$ cat src/rtl/bnn_pkg.sv
// Shared definitions for the bnn_acc_relu_array accumulate-and-activate block.
// Holds the FSM and op encodings, the default widths, and a small helper
// used for the saturating beat counter.
package bnn_pkg;

    // FSM state encoding, kept as plain constants for legacy tools
    localparam logic [0:0] ST_ACCUM = 1'b0;
    localparam logic [0:0] ST_HOLD  = 1'b1;

    // Per-beat operation applied to every lane
    localparam logic [0:0] OP_ADD = 1'b0;
    localparam logic [0:0] OP_SUB = 1'b1;

    // Default geometry of the array
    localparam int LANES_DEF = 4;
    localparam int ACC_W_DEF = 12;
    localparam int CNT_W_DEF = 10;

    // Widest counter the helper below supports
    localparam int CNT_W_MAX = 32;

    // Increment that sticks at all-ones instead of wrapping back to zero
    function automatic logic [CNT_W_MAX-1:0] sat_inc(input logic [CNT_W_MAX-1:0] value,
                                                     input logic [CNT_W_MAX-1:0] max_value);
        logic [CNT_W_MAX-1:0] result;
        if (value >= max_value) begin
            result = max_value;
        end else begin
            result = value + 1'b1;
        end
        return result;
    endfunction

endpackage

$ cat src/rtl/bnn_acc_relu_array_if.sv
// Stream interface of the bnn_acc_relu_array block: the input beat channel
// (valid/ready with per-lane bits, op and last) and the result channel
// (valid/ready with packed ReLU data and beat count).
// The master modport is the upstream/downstream environment, the slave
// modport is the accumulator block itself.
interface bnn_acc_relu_array_if #(
    parameter int LANES = 4,
    parameter int ACC_W = 12,
    parameter int CNT_W = 10
);

    logic                   in_valid;
    logic                   in_ready;
    logic [LANES-1:0]       in_bits;
    logic [0:0]             in_op;
    logic                   in_last;

    logic                   out_valid;
    logic                   out_ready;
    logic [LANES*ACC_W-1:0] out_data;
    logic [CNT_W-1:0]       out_cnt;

    modport master (
        output in_valid,
        input  in_ready,
        output in_bits,
        output in_op,
        output in_last,
        input  out_valid,
        output out_ready,
        input  out_data,
        input  out_cnt
    );

    modport slave (
        input  in_valid,
        output in_ready,
        input  in_bits,
        input  in_op,
        input  in_last,
        output out_valid,
        input  out_ready,
        output out_data,
        output out_cnt
    );

endinterface

$ cat src/rtl/bnn_sat_lane.sv
// One accumulator lane: adds or subtracts a single bit to the signed
// accumulator with clamping at the two's complement limits, and provides
// the ReLU of that clamped result for the output register.
module bnn_sat_lane
    import bnn_pkg::*;
#(
    parameter int ACC_W = ACC_W_DEF
) (
    input  logic [ACC_W-1:0] acc_i,
    input  logic             bit_i,
    input  logic [0:0]       op_i,
    output logic [ACC_W-1:0] sum_o,
    output logic [ACC_W-1:0] relu_o
);

    localparam logic [ACC_W-1:0] MAX_VAL = {1'b0, {(ACC_W-1){1'b1}}};
    localparam logic [ACC_W-1:0] MIN_VAL = {1'b1, {(ACC_W-1){1'b0}}};

    logic [ACC_W:0] delta;
    logic [ACC_W:0] wide_sum;

    // One guard bit catches overflow; a disagreeing guard and sign bit selects the clamp
    always_comb begin
        delta = '0;
        if (bit_i) begin
            delta = (op_i == OP_SUB) ? {(ACC_W+1){1'b1}} : {{ACC_W{1'b0}}, 1'b1};
        end
        wide_sum = {acc_i[ACC_W-1], acc_i} + delta;
        sum_o    = wide_sum[ACC_W-1:0];
        if (wide_sum[ACC_W] != wide_sum[ACC_W-1]) begin
            sum_o = wide_sum[ACC_W] ? MIN_VAL : MAX_VAL;
        end
        relu_o = sum_o[ACC_W-1] ? '0 : sum_o;
    end

endmodule

$ cat src/rtl/bnn_acc_relu_array.sv
// Multi-lane accumulate-and-activate unit. Each lane accumulates +/-1 terms
// per accepted beat; the beat flagged last latches the ReLU of every lane
// plus the beat count into a held output until the downstream takes it.
// Optional build macro: ACC_BIAS_EN adds a per-lane bias port that is used as
// the accumulator start value at every reload (soft clear or output handshake).
module bnn_acc_relu_array
    import bnn_pkg::*;
#(
    parameter int LANES = LANES_DEF,
    parameter int ACC_W = ACC_W_DEF,
    parameter int CNT_W = CNT_W_DEF
) (
    input  logic                   clk,
    input  logic                   rst_n,
    input  logic                   clr,
`ifdef ACC_BIAS_EN
    input  logic [LANES*ACC_W-1:0] bias,
`endif
    bnn_acc_relu_array_if.slave    bus
);

    localparam logic [CNT_W-1:0] CNT_MAX = {CNT_W{1'b1}};

    logic [0:0]             state_q;
    logic [0:0]             state_d;
    logic [CNT_W-1:0]       cnt_q;
    logic [CNT_W-1:0]       cnt_d;
    logic [CNT_W-1:0]       cnt_inc;
    logic [ACC_W-1:0]       acc_q     [LANES];
    logic [ACC_W-1:0]       acc_d     [LANES];
    logic [ACC_W-1:0]       lane_sum  [LANES];
    logic [ACC_W-1:0]       lane_relu [LANES];
    logic [ACC_W-1:0]       start_val [LANES];
    logic [LANES*ACC_W-1:0] out_data_q;
    logic [LANES*ACC_W-1:0] out_data_d;
    logic [CNT_W-1:0]       out_cnt_q;
    logic [CNT_W-1:0]       out_cnt_d;
    logic [CNT_W_MAX-1:0]   cnt_inc_wide;
    logic                   beat_xfer;
    logic                   out_xfer;

    for (genvar g = 0; g < LANES; g++) begin : g_lane
        bnn_sat_lane #(
            .ACC_W (ACC_W)
        ) u_lane (
            .acc_i  (acc_q[g]),
            .bit_i  (bus.in_bits[g]),
            .op_i   (bus.in_op),
            .sum_o  (lane_sum[g]),
            .relu_o (lane_relu[g])
        );

`ifdef ACC_BIAS_EN
        assign start_val[g] = bias[g*ACC_W +: ACC_W];
`else
        assign start_val[g] = '0;
`endif
    end

    assign beat_xfer = bus.in_valid && (state_q == ST_ACCUM);
    assign out_xfer  = (state_q == ST_HOLD) && bus.out_ready;

    // Counter increment that sticks at its maximum, widened through the package helper
    always_comb begin
        cnt_inc_wide = sat_inc(CNT_W_MAX'(cnt_q), CNT_W_MAX'(CNT_MAX));
        cnt_inc      = cnt_inc_wide[CNT_W-1:0];
    end

    // Next-state logic: soft clear wins, then beat accumulation, then output release
    always_comb begin
        state_d    = state_q;
        cnt_d      = cnt_q;
        out_data_d = out_data_q;
        out_cnt_d  = out_cnt_q;
        for (int i = 0; i < LANES; i++) begin
            acc_d[i] = acc_q[i];
        end

        if (clr) begin
            state_d = ST_ACCUM;
            cnt_d   = '0;
            for (int i = 0; i < LANES; i++) begin
                acc_d[i] = start_val[i];
            end
        end else if (beat_xfer) begin
            cnt_d = cnt_inc;
            for (int i = 0; i < LANES; i++) begin
                acc_d[i] = lane_sum[i];
            end
            if (bus.in_last) begin
                state_d   = ST_HOLD;
                out_cnt_d = cnt_inc;
                for (int i = 0; i < LANES; i++) begin
                    out_data_d[i*ACC_W +: ACC_W] = lane_relu[i];
                end
            end
        end else if (out_xfer) begin
            state_d = ST_ACCUM;
            cnt_d   = '0;
            for (int i = 0; i < LANES; i++) begin
                acc_d[i] = start_val[i];
            end
        end
    end

    // State, counter, lane accumulators and the held result register
    always_ff @(posedge clk or negedge rst_n) begin
        if (!rst_n) begin
            state_q    <= ST_ACCUM;
            cnt_q      <= '0;
            out_data_q <= '0;
            out_cnt_q  <= '0;
            for (int i = 0; i < LANES; i++) begin
                acc_q[i] <= '0;
            end
        end else begin
            state_q    <= state_d;
            cnt_q      <= cnt_d;
            out_data_q <= out_data_d;
            out_cnt_q  <= out_cnt_d;
            for (int i = 0; i < LANES; i++) begin
                acc_q[i] <= acc_d[i];
            end
        end
    end

    assign bus.in_ready  = (state_q == ST_ACCUM);
    assign bus.out_valid = (state_q == ST_HOLD);
    assign bus.out_data  = out_data_q;
    assign bus.out_cnt   = out_cnt_q;

endmodule
$ cat src/flat_wrapper.sv
// flat-port wrapper written by rule: the top's interface ports become plain ports
module bnn_acc_relu_array_flat import bnn_pkg::*;
#(
    parameter int LANES = LANES_DEF,
    parameter int ACC_W = ACC_W_DEF,
    parameter int CNT_W = CNT_W_DEF
)
  (clk, rst_n, clr, bus_in_valid, bus_in_ready, bus_in_bits, bus_in_op, bus_in_last, bus_out_valid, bus_out_ready, bus_out_data, bus_out_cnt);
  bnn_acc_relu_array_if #(.LANES(LANES), .ACC_W(ACC_W), .CNT_W(CNT_W)) bus_i ();
  input  logic clk;
  input  logic rst_n;
  input  logic clr;
  input wire logic [$bits(bus_i.in_valid)-1:0] bus_in_valid;
  output wire logic [$bits(bus_i.in_ready)-1:0] bus_in_ready;
  input wire logic [$bits(bus_i.in_bits)-1:0] bus_in_bits;
  input wire logic [$bits(bus_i.in_op)-1:0] bus_in_op;
  input wire logic [$bits(bus_i.in_last)-1:0] bus_in_last;
  output wire logic [$bits(bus_i.out_valid)-1:0] bus_out_valid;
  input wire logic [$bits(bus_i.out_ready)-1:0] bus_out_ready;
  output wire logic [$bits(bus_i.out_data)-1:0] bus_out_data;
  output wire logic [$bits(bus_i.out_cnt)-1:0] bus_out_cnt;
  assign bus_i.in_valid = bus_in_valid;
  assign bus_in_ready = bus_i.in_ready;
  assign bus_i.in_bits = bus_in_bits;
  assign bus_i.in_op = bus_in_op;
  assign bus_i.in_last = bus_in_last;
  assign bus_out_valid = bus_i.out_valid;
  assign bus_i.out_ready = bus_out_ready;
  assign bus_out_data = bus_i.out_data;
  assign bus_out_cnt = bus_i.out_cnt;
  bnn_acc_relu_array #(.LANES(LANES), .ACC_W(ACC_W), .CNT_W(CNT_W)) u_core (.clk(clk), .rst_n(rst_n), .clr(clr), .bus(bus_i));
endmodule
$ cat config.mk
export PLATFORM = sky130hd
export DESIGN_NAME = bnn_acc_relu_array_flat
export DESIGN_NICKNAME = d
export VERILOG_FILES = /design/src/rtl/bnn_pkg.sv /design/src/rtl/bnn_acc_relu_array_if.sv /design/src/rtl/bnn_sat_lane.sv /design/src/rtl/bnn_acc_relu_array.sv /design/src/flat_wrapper.sv
export SDC_FILE = /design/constraint.sdc
export NUM_CORES = 1
export LEC_CHECK = 0
export BUFFER_PORTS_ARGS = -buffer_cell sky130_fd_sc_hd__buf_2
export CAP_MARGIN = 20
export CORE_UTILIZATION = 54
export CTS_CLUSTER_DIAMETER = 100
export DETAILED_ROUTE_END_ITERATION = 16
export HOLD_SLACK_MARGIN = 0.08
export PLACE_DENSITY = 0.86
export SYNTH_ARGS = -nofsm -noshare
export SYNTH_HDL_FRONTEND = slang
export SYNTH_SLANG_ARGS = --single-unit
export TNS_END_PERCENT = 5
$ cat constraint.sdc
create_clock -name clk -period 2.7 [get_ports clk]
set_input_delay 0.54 -clock clk [delete_from_list [all_inputs] [get_ports clk]]
set_output_delay 0.54 -clock clk [all_outputs]
set_load 0.01 [all_outputs]
# After elaboration in Yosys (flattened, before gate mapping)
# Index checks and enable logic that the tools add are counted.
# W data, S select, Z words.
dict set report totals {
  reg_bits 117
  input_bits 11
}
dict set report op_classes {
  add_sub_neg 5
  magnitude_cmp 1
  eq_ne 5
  muxes 28
  n_bitwise 2
  n_reduce_logical 5
}
# op count
set op_table {}
lappend op_table {{$mux W48} 3}
lappend op_table {{$mux W12} 8}
lappend op_table {{$mux W13} 5}
lappend op_table {{$add A13 B13 Y13} 4}
lappend op_table {{$mux W11} 4}
lappend op_table {{$mux W10} 4}
lappend op_table {{$add A10 B1 Y10 const B} 1}
lappend op_table {{$ge A10 B10 Y1 const B} 1}
lappend op_table {{$mux W1} 4}
lappend op_table {{$ne A1 B1 Y1} 4}
lappend op_table {{$ne A3 B3 Y1 const B} 1}
lappend op_table {{$reduce_and A3 Y1} 1}
lappend op_table {{$reduce_bool A3 Y1} 1}
lappend op_table {{$logic_and A1 B1 Y1} 2}
lappend op_table {{$not A1 Y1} 2}
lappend op_table {{$reduce_and A2 Y1} 1}

# Depth between registers and ports, before layout
dict set report depth {
  word_depth 7
  mapped_depth 14
  ltp_nobuf 13
}

# By module
# Synthesis repeated with hierarchy kept, for this count alone.
dict set report unflattened {
  cells_unflattened 1048
  area_unflattened_um2 8720.9
}
# mod instances cells_per_inst area_each_um2
set by_module_without_submodules {}
lappend by_module_without_submodules {bnn_acc_relu_array 1 432 4561.9}
lappend by_module_without_submodules {{bnn_sat_lane at u_core.g_lane[0].u_lane ...} 2 185 1248.7}
lappend by_module_without_submodules {{bnn_sat_lane at u_core.g_lane[2].u_lane ...} 2 123 830.8}

# Worst setup path before layout
# OpenSTA, ideal clock, no wires.
dict set report synth_timing {
  kind {input to register}
  from {input bus_in_op}
  to {register u_core.out_data_q[24], in the netlist u_core.bus.out_data[24]}
  setup_time_ps 83
  arrival_ps 3408
  required_ps 2617
  setup_slack_ps -791
  path_stages 12
  path_buffers 2
  path_cell_list {clkbuf_1 > nand2_1 > buf_1 > xnor2_1 > ha_1 > a21boi_0 > nand4_1 > a2bb2oi_1 > a32oi_1 > ha_1 > a2111o_1 > o21ai_0}
}
dict set report synth_between {
  elab_chain_cells 6
  word_cells_on_any_way 7
  cone_classes {1 x add/sub; 1 x eq/ne; 5 x mux}
}
# item line
set synth_rtl {}
lappend synth_rtl {{start, declared} flat_wrapper.sv:16} ;# input wire logic [$bits(bus_i.in_op)-1:0] bus_in_op;
lappend synth_rtl {{$mux W13 *} bnn_sat_lane.sv:26} ;# delta = (op_i == OP_SUB) ? {(ACC_W+1){1'b1}} : {{ACC_W{1'b0}}, 1'b1};
lappend synth_rtl {{$mux W13 *} bnn_sat_lane.sv:25} ;# if (bit_i) begin
lappend synth_rtl {{$add A13 B13 Y13 *} bnn_sat_lane.sv:28} ;# wide_sum = {acc_i[ACC_W-1], acc_i} + delta;
lappend synth_rtl {{$mux W12 / $ne A1 B1 Y1 (equally long branches)} {bnn_sat_lane.sv:31, bnn_sat_lane.sv:30}}
lappend synth_rtl {{$mux W12 *} bnn_sat_lane.sv:30} ;# if (wide_sum[ACC_W] != wide_sum[ACC_W-1]) begin
lappend synth_rtl {{$mux W11 *} bnn_sat_lane.sv:33} ;# relu_o = sum_o[ACC_W-1] ? '0 : sum_o;
lappend synth_rtl {{end signal, assigned} bnn_acc_relu_array.sv:119} ;# out_data_q <= out_data_d;
lappend synth_rtl {{end, declared} bnn_acc_relu_array.sv:34} ;# logic [LANES*ACC_W-1:0] out_data_q;
# Mark *: on every way between the ends. The rest lies on a longest branch, timed or not.
# A chain may end at the register's enable or synchronous reset.

# Worst setup path after layout
dict set report layout_timing {
  from {register u_core.acc_q[33] (netlist bit)}
  to {register u_core.acc_q[33] (netlist bit)}
}
dict set report layout_between {
  elab_chain_cells 5
  word_cells_on_any_way 6
  cone_classes {1 x add/sub; 1 x eq/ne; 4 x mux}
}
# item line
set layout_rtl {}
lappend layout_rtl {{start, declared} bnn_acc_relu_array.sv:29} ;# logic [ACC_W-1:0] acc_q [LANES];
lappend layout_rtl {{start signal, assigned by index} bnn_acc_relu_array.sv:122} ;# acc_q[i] <= acc_d[i];
lappend layout_rtl {{$add A13 B13 Y13 *} bnn_sat_lane.sv:28}
lappend layout_rtl {{$mux W12 / $ne A1 B1 Y1 (equally long branches)} {bnn_sat_lane.sv:31, bnn_sat_lane.sv:30}}
lappend layout_rtl {{$mux W12 *} bnn_sat_lane.sv:30}
lappend layout_rtl {{$mux W48 *} bnn_acc_relu_array.sv:85} ;# end else if (beat_xfer) begin
lappend layout_rtl {{$mux W48 *} bnn_acc_relu_array.sv:79} ;# if (clr) begin
# Marked as above.

==> results.py <==
metrics = {
    "run_status": {
        "status": "finished, violations left",
        "violations": "setup timing",
    },
    "synth": {
        "synth-main-ff-cell": "dfrtp_1",
        "syn-cell-area_um2": 7046,
        "synthTopCellsByCount": "119 x nand2_1, 113 x dfrtp_1, 95 x o21ai_0, 67 x nor2_1, 45 x clkbuf_1",
        "ys_ff_latch": 113,
        "synthMostInstantiatedCell": "nand2_1",
        "synth_edf_count": 0,
        "synth_cell_types": 72,
        "syn_area_per_cell_um2": 8.509,
        "async_reset_ff_share_pct": 100.0,
        "yosysTopAreaCell": "dfrtp_1",
        "syn_inst": 828,
        "synthTopCellsByArea": "dfrtp_1 40%, o21ai_0 6.7%, nand2_1 6.3%, ha_1 4.1%, xnor2_1 3.9%",
        "ys_warn_count": 0,
        "yosysTopAreaCellShare_pct": 40.13,
        "seq_area_frac_synth_pct": 40.13,
    },
    "global_routing": {
        "grt-ovfl-total": 0,
        "grt_start_max_net_pins": 59,
        "met2_usage_pct": 53.77,
        "grt_pass1_wl_mm": 33.60,
        "top_usage_layer": "met2",
        "track_usage_pct": 32.44,
        "grt_use_met1_pct": 41.67,
        "grt_use_met3_pct": 5.086,
        "antenna_found_initial": 0,
        "grt_pass1_vias": 6891,
    },
    "detailed_routing": {
        "drt-initial-drc-count": 511,
        "drc": 0,
        "wl_per_cell_um": 17.65,
        "drtAntennaViolNets": 0,
        "drt_pass1_iterations": 5,
        "vias_per_cell": 6.032,
        "vias": 7184,
        "wl_mm": 21.02,
    },
    "flow_run": {
        "cap_violations": 0,
    },
    "sta": {
        "setup_ws_ns": -0.05299,
        "min_period_over_period_pct": 102.0,
        "setup_viol": 15,
        "period_needed_ns": 2.753,
        "slew_violations": 0,
        "rsz0062_at_grt": "yes",
        "max-slew-margin-rel_pct": 55.68,
        "finalClockSkew_ns": 0.007274,
        "whs_ns": 0.3418,
        "fmax_ghz": 0.3632,
        "hold_violations": 0,
        "tightest_slew_ns": 0.6623,
    },
    "critical_path": {
        "endpoint_kind": "flip-flop",
        "crit_start": "u_core.acc_q[33]",
        "slowest_delay_ns": 0.46,
        "cp_max_fo": 3,
        "timing.rr.end": "u_core.acc_q[33]",
        "crit_buf_inv": 4,
        "crit_end": "u_core.acc_q[33]",
        "cp_num_cells": 12,
        "cp_common_cell": "buf_4",
        "r2r_start": "u_core.acc_q[33]",
        "cp.required_ns": 3.06,
        "worstPathArrival_ns": 3.11,
        "path_class": "flip-flop to flip-flop",
        "crit_slowest_cell": "o41a_1",
        "worst-r2r-setup-slack_ns": -0.05,
        "cp_top_family": "compound AO/OA/AOI/OAI gates",
        "crit_path_start_kind": "flip-flop",
        "reg2regPathDepth": 12,
        "path_cells": "or3_4 > o41a_1 > o21ai_2 > a31o_2 > ha_1 > inv_2 > a311oi_4 > buf_4 > buf_4 > buf_4 > nand2_1 > nand3_1",
    },
    "cells_and_area": {
        "area.sequential_um2": 2830,
        "utilization_pct": 74.57,
        "multi_input_area_um2": 4254,
        "nNetsFinal": 1042,
        "drive_gt1_share_pct": 30.72,
        "diodes": 0,
        "area_delta_synth_final_pct": 34.11,
        "n_fill_cell": 923,
        "fin_area_um2": 9449,
    },
    "cts": {
        "path_clk_slew_ns": 0.05,
        "worstSkewPairLatency_ns": 0.43,
        "cts.sinks": 113,
        "numCtsBuffers": 17,
        "cts_buffer_depth": 2,
        "cts_tree": "done",
        "htree_levels": 4,
        "root_buffer": "clkbuf_16",
    },
    "floorplanning": {
        "pin_count": 71,
        "die_width_um": 116.2,
        "die_h_um": 116.2,
        "die-area_um2": 13510,
        "coreArea_um2": 12670,
        "start_util_pct": 55.60,
        "row_count": 41,
    },
    "pwr": {
        "combPwrFrac_pct": 42.6,
        "power.switching_mw": 3.051,
        "p_int_mw": 5.200,
        "swShare_pct": 36.97,
        "p_seq_share_pct": 30.6,
        "powerDensity_nw_per_um2": 873.2,
        "p_clk_share_pct": 26.7,
        "ir_drop_uv": 700.0,
        "leakagePower_nw": 4.495,
    },
    "min_path": {
        "hold_start": "clr",
        "hold_path.class": "input port to flip-flop",
    },
    "placed_design": {
        "place_hpwl_mm": 14.04,
        "io_buffer_count": 66,
        "place_area_um2": 8616,
        "gp_congestion": 0.9481,
    },
}
## cells in the final DEF, fill, tap and decap left out, types with 18 or more instances in the layout
master,count
xnor2_1,27
nand2_1,111
nand3_1,20
a21oi_1,26
o21ai_0,78
nor2_1,66
buf_4,143
o21ai_1,18
buf_2,64
dfrtp_1,111
inv_1,20
## state kept, by name, indices dropped and copies added, names as in the netlist
name,flops
u_core.bus.out_cnt,10
u_core.acc_q,48
u_core.bus.out_valid,1
u_core.bus.out_data,44
u_core.cnt_q,10
## what timing repair did
item,CTS,global route
gates cloned,0,0
hold endpoints to repair,32,0
pin swaps,10,16
gates resized for setup,19,39
setup endpoints to repair,47,81
hold buffers,1,0
buffers inserted,2,0
## stage by stage
step / cells / power (mW) / setup TNS, ns / worst slack, ns
6_report: 1191 / 8.251 / -0.5719 / -0.05299
3_5_place_dp: 1158 / 5.658 / -30.13 / -0.4573
5_1_grt: 1191 / 8.687 / -3.261 / -0.1807
3_3_place_gp: 1158 / 5.542 / -23.29 / -0.3615
2_1_floorplan: 831 / 4.360 / -12.72 / -0.2714
4_1_cts: 1191 / 8.027 / -0.3424 / -0.07069
## routing by layer
layer / vias to the layer above / wire [um]
met2: 298 / 10220
met5: - / 0
li1: 3349 / -
met1: 3470 / 9053
met4: 0 / 587
met3: 67 / 1155
## power by group through the flow
| stage | combinational (mW) | sequential, mW | clock, mW |
|---|---|---|---|
| 2_1_floorplan | 1.79 | 2.57 | 0 |
| 3_3_place_gp | 3.04 | 2.50 | 0 |
| 3_5_place_dp | 3.15 | 2.51 | 0 |
| 4_1_cts | 3.32 | 2.50 | 2.20 |
| 5_1_grt | 3.82 | 2.58 | 2.29 |
| 6_report | 3.52 | 2.53 | 2.20 |
## final cells by class
type	count	share of cell area, %
well taps	172	2.278
inverters	23	0.9269
repair buffers	213	15.77
clock buffers	24	5.204
clock inverters	6	0.8475
multi-input cells	640	45.02
flip-flops and latches	113	29.95
## worst min path at each step
stage | depth (start not counted) | slack (ns) | end
2_1_floorplan | 0 | 0.24 | u_core.acc_q[0]
3_3_place_gp | 2 | 0.46 | u_core.bus.out_data[18]
3_5_place_dp | 2 | 0.46 | u_core.bus.out_data[18]
4_1_cts | 2 | 0.34 | u_core.bus.out_valid
5_1_grt | 2 | 0.34 | u_core.bus.out_valid
6_report | 2 | 0.34 | u_core.bus.out_valid
## kinds of logic (layout without fill, tap and decap cells)
| group | count (synthesis) | after routing | share of synthesized area (%) |
|---|---|---|---|
| compound gates | 253 | 253 | 24.01 |
| xor+xnor | 46 | 46 | 5.718 |
| fa+ha+maj | 23 | 23 | 4.085 |
| buf+inv | 78 | 266 | 4.600 |
| flops | 113 | 113 | 40.13 |
| mux | 7 | 7 | 0.9945 |
| other cells | 1 | 4 | 0.05323 |
| simple gates | 307 | 307 | 20.41 |
Note: power is estimated with default switching activity, not from simulation.
